<file path="src/rtl/prog_loader.sv">
// Boot-time program loader: assembles a length-prefixed, checksummed byte stream into
// little-endian 32-bit words, writes them to program memory and releases the core on success.
module prog_loader #(
  parameter int unsigned DEPTH  = 256,
  parameter int unsigned ADDR_W = 8
) (
  input  logic              clk,
  input  logic              reset,
  input  logic              start,
  input  logic [7:0]        byteIn,
  input  logic              byteValid,
  output logic              byteReady,
  output logic              memWriteEn,
  output logic [ADDR_W-1:0] memAddr,
  output logic [31:0]       memData,
  output logic              cpuReset,
  output logic              loadDone,
  output logic              loadErr
);

  typedef enum logic [2:0] {
    StIdle, StLen0, StLen1, StData, StCsum, StDone, StErr
  } state_e;

  state_e state_q, state_d;

  logic [15:0]       len_q;
  logic [ADDR_W:0]   widx_q;
  logic [ADDR_W:0]   widx_inc;
  logic [1:0]        lane_q;
  logic [7:0]        csum_q;
  logic [23:0]       word_q;
  logic              byte_ready_q;
  logic              mem_we_q;
  logic [ADDR_W-1:0] mem_addr_q;
  logic [31:0]       mem_data_q;
  logic              cpu_reset_q;
  logic              done_q;
  logic              err_q;

  logic              accept;
  logic [15:0]       len_full;

  assign accept   = byteValid & byte_ready_q;
  assign len_full = {byteIn, len_q[7:0]};
  assign widx_inc = widx_q + {{ADDR_W{1'b0}}, 1'b1};

  always_comb begin
    state_d = state_q;
    case (state_q)
      StIdle, StDone, StErr: if (start) state_d = StLen0;
      StLen0: if (accept) state_d = StLen1;
      StLen1: begin
        if (accept) begin
          if (32'(len_full) > DEPTH)  state_d = StErr;
          else if (len_full == 16'd0) state_d = StCsum;
          else                        state_d = StData;
        end
      end
      StData: begin
        // Leave after the 4th byte of the final word.
        if (accept && lane_q == 2'd3 && 16'(widx_inc) == len_q) state_d = StCsum;
      end
      StCsum: if (accept) state_d = (byteIn == csum_q) ? StDone : StErr;
      default: state_d = StIdle;
    endcase
  end

  always_ff @(posedge clk) begin
    if (reset) begin
      state_q      <= StIdle;
      len_q        <= '0;
      widx_q       <= '0;
      lane_q       <= '0;
      csum_q       <= '0;
      word_q       <= '0;
      byte_ready_q <= 1'b0;
      mem_we_q     <= 1'b0;
      mem_addr_q   <= '0;
      mem_data_q   <= '0;
      cpu_reset_q  <= 1'b1;
      done_q       <= 1'b0;
      err_q        <= 1'b0;
    end else begin
      state_q      <= state_d;
      byte_ready_q <= state_d inside {StLen0, StLen1, StData, StCsum};
      mem_we_q     <= 1'b0;
      case (state_q)
        StIdle, StDone, StErr: begin
          if (start) begin
            widx_q      <= '0;
            lane_q      <= '0;
            csum_q      <= '0;
            cpu_reset_q <= 1'b1;
            done_q      <= 1'b0;
            err_q       <= 1'b0;
          end
        end
        StLen0: if (accept) len_q[7:0] <= byteIn;
        StLen1: begin
          if (accept) begin
            len_q[15:8] <= byteIn;
            if (state_d == StErr) err_q <= 1'b1;
          end
        end
        StData: begin
          if (accept) begin
            csum_q <= csum_q ^ byteIn;
            lane_q <= lane_q + 2'd1;
            if (lane_q == 2'd3) begin
              mem_we_q   <= 1'b1;
              mem_addr_q <= widx_q[ADDR_W-1:0];
              mem_data_q <= {byteIn, word_q};
              widx_q     <= widx_inc;
            end else begin
              word_q[8*lane_q +: 8] <= byteIn;
            end
          end
        end
        StCsum: begin
          if (accept) begin
            if (state_d == StDone) begin
              done_q      <= 1'b1;
              cpu_reset_q <= 1'b0;
            end else begin
              err_q <= 1'b1;
            end
          end
        end
        default: ;
      endcase
    end
  end

  assign byteReady  = byte_ready_q;
  assign memWriteEn = mem_we_q;
  assign memAddr    = mem_addr_q;
  assign memData    = mem_data_q;
  assign cpuReset   = cpu_reset_q;
  assign loadDone   = done_q;
  assign loadErr    = err_q;

endmodule

</file>
<file path="config.mk">
export PLATFORM = sky130hd
export DESIGN_NAME = prog_loader
export DESIGN_NICKNAME = d
export VERILOG_FILES = /design/src/rtl/prog_loader.sv
export SDC_FILE = /design/constraint.sdc
export NUM_CORES = 1
export LEC_CHECK = 0
export BUFFER_PORTS_ARGS = -buffer_cell sky130_fd_sc_hd__buf_2
export CORE_MARGIN = 2
export CORE_UTILIZATION = 40
export DETAILED_ROUTE_END_ITERATION = 16
export PLACE_DENSITY_LB_ADDON = 0.08
export SYNTH_ARGS = -nofsm -noshare
export SYNTH_HDL_FRONTEND = slang
export SYNTH_SLANG_ARGS = --single-unit
export TNS_END_PERCENT = 1
</file>
<file path="constraint.sdc">
create_clock -name clk -period 2.2 [get_ports clk]
set_input_delay 0.44 -clock clk [delete_from_list [all_inputs] [get_ports clk]]
set_output_delay 0.44 -clock clk [all_outputs]
set_load 0.02 [all_outputs]
</file>
**After elaboration in Yosys (flattened, before gate mapping)**

Index checks and enable logic that the tools add are counted.

- Register bits after elaboration: 107
- Bits of input ports: 12
- Output and inout bits: 45

- Add/subtract/negate cells: 3
- $lt $le $gt $ge: 1
- Eq/ne operators: 23
- Shift-type cells: 2
- Mux-type cells: 34
- Bitwise operators: 5
- Reduce and logical (&&, ||, !) cells: 18

Operators with widths:

| cell | number |
|---|---|
| 5-bit negator with 34-bit output | 1 |
| 8-bit by 34-bit variable shift with 24-bit output (first input constant) | 1 |
| 8-bit by 34-bit variable part select with 24-bit output | 1 |
| 9-bit 2-to-1 mux | 3 |
| 24-bit bitwise mux | 1 |
| 3-bit 2-to-1 mux | 7 |
| 3-bit == test (second input constant) | 6 |
| 9-bit case mux with 2 select lines | 1 |
| 9-bit by 16-bit == test with 1-bit output | 1 |
| 16-bit by 9-bit > comparator with 1-bit output (second input constant) | 1 |
| 16-bit logical NOT | 1 |
| 8-bit 2-to-1 mux | 2 |
| 2-bit != test (second input constant) | 8 |
| 8-bit case mux with 2 select lines | 1 |
| 3-bit case mux with 5 select lines | 1 |
| 3-bit by 2-bit == test with 1-bit output (second input constant) | 4 |
| 1-bit 2-to-1 mux | 11 |
| 9-bit by 1-bit adder with 9-bit output (second input constant) | 1 |
| 3-bit AND reduction | 3 |
| 8-bit == test | 1 |
| 4-bit AND reduction | 2 |
| 8-bit bitwise XOR | 1 |
| 3-bit by 1-bit == test with 1-bit output (second input constant) | 2 |
| 2-bit 2-to-1 mux | 3 |
| 15 further kinds | 22 |

**Longest topological paths before layout**

Gate-level depths: netlist (run 1).

- Depth after elaboration: 9
- Mapped depth: 8

**Worst setup path after synthesis (run 1)**

Ideal clock, no wire load.

- Path type: flip-flop to flip-flop
- Start: reg len_q[7]
- End: reg byte_ready_q (netlist: byteReady)
- Library setup time: 0.086 ns
- Arrival: 1.933 ns
- Slack: 0.180 ns
- Cell stages (with the launch flop): 7
- Buffers on the path: 0
- Clock period less this slack: 2.020 ns
- Cell sequence: dfxtp_1 or4_4 or4_4 o21bai_2 o21a_1 o211ai_1 a221oi_2

- Cells in the longest elaborated chain, start to end: 7
- Elaborated cells between the ends (all ways): 14
- Classes of those cells: order compare: 1; eq/ne: 5; mux: 5; reduce/logical: 3

Ends and longest elaborated chain:

| what | line | source |
|---|---|---|
| from (decl) | 27 | `logic [15:0] len_q;` |
| from (signal assigned) | 99 | `StLen0: if (accept) len_q[7:0] <= byteIn;` |
| branches (longest 4 deep; another with 16-bit by 9-bit > comparator with 1-bit output) | -- |  |
| 3-bit case mux with 5 select lines * | 50 | `case (state_q)` |
| 3-bit by 1-bit == test with 1-bit output (tied with other cells) | 86 | `byte_ready_q <= state_d inside {StLen0, StLen1, StData, StCsum};` |
| 4-bit nonzero test * | 86 |  |
| to (signal assigned) | 86 |  |
| to (decl) | 33 | `logic byte_ready_q;` |

Every way passes the cells marked *.
A chain may end at the register's enable or synchronous reset.

**Worst setup path after layout (run 1)**

Ends and elaborated chain as after synthesis.

==> metrics.md, run 1 <==
| Metric | Value |
|---|---|
| Post-synth top area cell | dfxtp_1 |
| Gpl congestion | 0.907 |
| RSZ-0062 raised after global routing | no |
| H-tree Lvls | 3 |
| Layout Utilization | 49.4% |
| Total power | 4160 uW |
| Clk slew on worst S/H paths | 0.07 ns |
| Total gr overflow | 0 |
| Fin Setup TNS | 0 ns |
| Worst Path Max Fanout | 5 |
| Initial antenna violation count | 0 |
| Post-synth EDFFs | 0 |
| Core region area | 11,400 sq um |
| Adder-cell share of the synthesized area | 1.60% |
| Dpl cells | 783 |
| Post-Synth Simple-Gate Area | 25.3% |
| Layout cells sized above 1 | 17.9% |
| WP data required | 2.47 ns |
| Most frequent cells after synthesis | nand2_1, dfxtp_1, a21oi_1 |
| First-iteration detailed-routing DRC count | 222 |
| XOR/XNOR Fraction of Synth Area | 3.54% |
| CTS buffer count | 9 |
| Fin crit period | 2.11 ns |
| Worst path depth | 6 |
| Worst-path cell chain | or4_4 > or4_4 > o21bai_4 > o21a_1 > o211ai_1 > a221oi_2 |
| Ys Warns | 0 |
| Placed cell areas | 5300 sq um |
| Worst setup EP type | flip-flop |
| Die Ht | 112 um |
| Final nets | 669 |
| Seq cells post-synth | 107 |
| Buffer and inverter count on the worst path | 0 |
| Largest net degree at the start of global routing | 53 |
| Max Slew Vio Count | 0 |
| CP max stage delay | 0.55 ns |
| CTS tree | built |
| Residual DRC | 0 |
| Clk sinks | 107 |
| Hold Path Cell Cnt | 3 |
| Leading post-synthesis cells by cell area | dfxtp_1, a21oi_1, nand2_1 |
| Ant diodes | 0 |
| Max-cap violations | 0 |
| Worst Clk Skew | 0.00738 ns |
| IO Count | 57 |
| Clk Latency, worst-skew pair | 0.35 ns |
| Port Buffers | 56 |
| Worst EP arrival | 2.39 ns |
| Count leader, synth | nand2_1 |
| Fraction of the mapped netlist area in compound gates | 16.1% |
| Die area | 12,600 sq um |
| Post-route cell area | 5640 sq um |
| Final critical-path share of the clock period | 96.1% |
| Hold Fails Final Rpt | 0 |
| Seq/Total Area, Yosys | 45.6% |
| Final Setup Violations | 0 |
| GRT Total Usage | 19.7% |
| Largest family of logic cells by synthesized area | simple AND/OR/NAND/NOR gates |
| Layout area overhead | 20.1% |
| Path type of the worst setup path | flip-flop to flip-flop |
| Post-Synthesis Cells | 592 |
| Mux contribution to synthesized area | 3.84% |
| Rel. slew slack | 68.0% |
| Syn_nets | 610 |
| Routed via count | 4,271 |
| Max Root-Sink Buffers | 2 |
| CP delay by family, top | simple AND/OR/NAND/NOR gates |
| Synth top area share | 45.6% |
| Initial Util | 41.1% |
| Mapped Area | 4700 sq um |
| Via density | 5.35 |
| Avg Cell Area, Syn | 7.93 sq um |
| Drt pass-1 iters | 5 |
| Routed WL | 12.1 mm |
| R2r worst-path depth | 6 |
| Worst vdd ir | 0.459 mV |
| Most used cell, CP | or4_4 |
| Final HPWL DP | 8.54 mm |
| Tightest Pin Transition | 0.476 ns |
| Die width | 112 um |
| Vias in the first global route | 3,988 |
| Asr flop ratio synth | 0% |
| Post-CTS setup buffers | 0 |
| Slowest CP cell | or4_4 |
| First-pass GRT wire length | 20.1 mm |
| Synth unique cells | 49 |
| Num rows | 39 |
| Highest clock rate | 473 MHz |
| Worst hold path type | input pin to flip-flop |
| Status | finished clean |
| Wirelength per Cell | 15.2 um |
| Pwr/cell area | 738 nW/um^2 |
| P_leak | 0.00203 uW |
| Synth Flop Type | dfxtp_1 |
| Post-route insts no fill | 798 |
| Setup crit start kind | flip-flop |
| ANT nets after route | 0 |
| Clock root cell | clkbuf_16 |
[final cells by class]
cell class	count	area (sq um)
clock buffers	11	243
clock inverters	4	73.8
fillers	1148	5780
inverters	7	26.3
multi-input cells	435	2390
flip-flops and latches	107	2140
well taps	143	179
repair buffers	91	583
[layout by cell type (no fill, tap or decap), drive strengths merged, types with 3 or more instances in the layout]
cell type  Yosys  final
nand2        118    118
dfxtp        107    107
a21oi         92     92
buf            1     91
nor2          45     45
nand3         37     37
o21ai         20     20
mux2i         18     18
xnor2         18     18
nand3b        11     11
clkbuf        42     11
nor3           8      8
inv            7      8
and2           6      6
ha             6      6
nor3b          4      4
and3           4      4
nor4           4      4
or3            4      4
or4            4      4
nand2b         3      3
nor2b          3      3
o21bai         3      3
a211oi         3      3
[worst reg2reg max path: cells and delay by family, from the launching register on]
kind               cells  cell delay, ns
AOI/OAI and AO/OA      4            0.64
DFF                    1            0.35
and+or+nand+nor        2            1.06
[stage by stage]
step | hold WS (ns) | setup slack, ns
after floorplan | 0.432 | 0.180
after global placement | 0.439 | 0.0908
after detailed placement | 0.443 | 0.0687
after CTS | 0.397 | 0.0506
after global routing | 0.422 | 0.0102
final | 0.410 | 0.0856
[cell families (layout without fill, tap and decap cells)]
family / count (synthesis) / after routing
and+or+nand+nor: 257 / 257
AOI/OAI and AO/OA: 135 / 135
DFF: 107 / 107
xor gates and xnor gates: 19 / 19
muxes: 18 / 18
buffers and inverters: 50 / 113
adders and majority gates: 6 / 6
[sequential cells by signal, summed over array words and instances, names as in the netlist]
register / count
byteReady: 1
cpuReset: 1
csum_q: 8
lane_q: 2
len_q: 16
loadDone: 1
loadErr: 1
memAddr: 8
memData: 32
memWriteEn: 1
state_q: 3
widx_q: 9
word_q: 24
[timing repair]
| item | 4_1_cts | 5_1_grt |
|---|---|---|
| resized for setup | 0 | 6 |
| hold buffers | 0 | 0 |
| setup endpoints to repair | 0 | 4 |
[metal layers]
| metal | global-route usage (%) | wire length, um | up-vias |
|---|---|---|---|
| li1 | - | - | 2142 |
| met1 | 27.7 | 5790 | 1989 |
| met2 | 30.5 | 5420 | 125 |
| met3 | 2.92 | 671 | 15 |
| met4 | 7.56 | 225 | 0 |
| met5 | 0 | 0 | - |
[worst paths after layout]
check | end | slack (ns) | startpoint
worst max register to register | byteReady | 0.09 | len_q[7]
worst min-delay path | csum_q[4] | 0.41 | byteIn[4]
worst min register to register | memData[1] | 0.45 | memData[1]
worst max-delay path | byteReady | 0.09 | len_q[7]
[where the power goes]
part           switching [uW]  internal, uW
registers                35.3          1960
clock network             709          1030
logic                     261           167
total                    1000          3160
Power figures use the tool's default switching activity.
==> run 2: changes to the inputs <==
- BUFFER_PORTS_ARGS: -buffer_cell sky130_fd_sc_hd__buf_2 -> -buffer_cell sky130_fd_sc_hd__buf_4
==> metrics.md, run 2 (synthesized netlist as in run 1, its figures left out) <==
| Metric | Value |
|---|---|
| Setup crit start kind | flip-flop |
| Worst setup path startpoint | len_q[0] |
| Worst Path Max Fanout | 3 |
| Most frequent cells in the layout | nand2_1, dfxtp_1, a21oi_1 |
| Fin Setup TNS | 0 ns |
| Final nets | 669 |
| Worst vdd ir | 0.369 mV |
| Hold Fails Final Rpt | 0 |
| RSZ-0062 raised after global routing | no |
| Clk slew on worst S/H paths | 0.07 ns |
| Initial Util | 41.1% |
| Max Root-Sink Buffers | 2 |
| R2r worst-path depth | 6 |
| Die area | 12,600 sq um |
| Ant diodes | 0 |
| Die Ht | 112 um |
| Largest net degree at the start of global routing | 40 |
| Commonest non-fill, non-tap cell in the layout | nand2_1 |
| Worst Clk Skew | 0.00723 ns |
| First-pass GRT wire length | 20.6 mm |
| Worst-path cell chain | or4_1 > or4_4 > o21bai_2 > o21a_1 > o211ai_1 > a221oi_2 |
| Clk Latency, worst-skew pair | 0.35 ns |
| Wirelength per Cell | 15.6 um |
| Worst hold path type | input pin to flip-flop |
| Core region area | 11,400 sq um |
| WP data required | 2.47 ns |
| Routed WL | 12.4 mm |
| CP delay by family, top | simple AND/OR/NAND/NOR gates |
| Via density | 5.28 |
| Worst setup EP type | flip-flop |
| CP max stage delay | 0.58 ns |
| Placed cell areas | 5410 sq um |
| P_leak | 0.00202 uW |
| CTS tree | built |
| FF/Latch Area | 2140 sq um |
| Status | finished clean |
| Slowest CP cell | or4_1 |
| Path type of the worst setup path | flip-flop to flip-flop |
| H-tree Lvls | 3 |
| Num rows | 39 |
| R2R setup slack | 0.13 ns |
| First-iteration detailed-routing DRC count | 220 |
| Layout area overhead | 21.6% |
| Layout cells sized above 1 | 17.4% |
| ANT nets after route | 0 |
| Initial antenna violation count | 0 |
| Pwr/cell area | 707 nW/um^2 |
| Rel. slew slack | 71.1% |
| Clock root cell | clkbuf_16 |
| GRT Total Usage | 20.4% |
| Drt pass-1 iters | 4 |
| Final HPWL DP | 8.62 mm |
| Hold EP | word_q[21] |
| Hold Path Cell Cnt | 3 |
| Largest register FFs | 32 |
| Buffer and inverter count on the worst path | 0 |
| IO Count | 57 |
| Highest clock rate | 483 MHz |
| Residual DRC | 0 |
| Worst EP arrival | 2.34 ns |
| Final critical-path share of the clock period | 94.1% |
| Total gr overflow | 0 |
| Area of the multi-input gates | 2370 sq um |
| Final Setup Violations | 0 |
| Routed via count | 4,212 |
| CTS buffer count | 9 |
| Final hold slack | 0.413 ns |
| Total power | 4040 uW |
| Fillers | 1,163 |
| Max Slew Vio Count | 0 |
| Dpl cells | 783 |
| Port Buffers | 56 |
| Clk sinks | 107 |
| Post-route insts no fill | 798 |
| Reg2reg start | len_q[0] |
| Max-cap violations | 0 |
| Hold Crit Start | byteIn[5] |
| Tightest Pin Transition | 0.427 ns |
| Die width | 112 um |
| Fin crit period | 2.07 ns |
| RR Endpoint | byteReady |
| Vias in the first global route | 4,025 |
| Post-CTS setup buffers | 0 |
| Post-route cell area | 5710 sq um |
| Gpl congestion | 0.834 |
## run 2: routing by layer
metal | GRT usage (%) | wire [um] | vias to the layer above
li1 | - | - | 2146
met1 | 28.8 | 6120 | 1978
met2 | 31.8 | 5640 | 77
met3 | 2.92 | 438 | 11
met4 | 7.48 | 225 | 0
met5 | 0 | 0 | -
## run 2: worst max path at each step
stage / depth (start not counted) / end
final: 6 / byteReady
after global routing: 7 / byteReady
after CTS: 6 / byteReady
after detailed placement: 7 / byteReady
after global placement: 6 / byteReady
after floorplan: 6 / byteReady
## run 2: power by group
group          switching (uW)  internal [uW]  leakage [uW]  total (uW)
logic                     259            166       0.00102         425
clock network             726            887      0.000144        1610
registers                33.7           1960      0.000863        2000
## run 2: cell type report
cell class	instances	share of cell area [%]
Tap cell	143	3.13
Timing Repair Buffer	91	12.2
Multi-Input combinational cell	435	41.6
Inverter	7	0.460
Clock buffer	10	4.01
Clock inverter	5	1.07
Sequential cell	107	37.5
## run 2: what timing repair did
item | 4_1_cts | 5_1_grt
hold buffers | 0 | 0
gates resized for setup | 0 | 2
endpoints found under the setup margin | 0 | 1
## run 2: through the flow
step	setup WS, ns	utilization, %
global placement	0.153	47.4
CTS	0.133	49.9
floorplan	0.180	-
finish	0.129	50.0
global route	0.00861	50.0
detailed placement	0.140	47.4
## run 2: worst min-delay path, delay by kind of cell
family | cells | cell delay, ns
buf+inv | 1 | 0.14
simple gates | 1 | 0.07
compound gates | 1 | 0.06
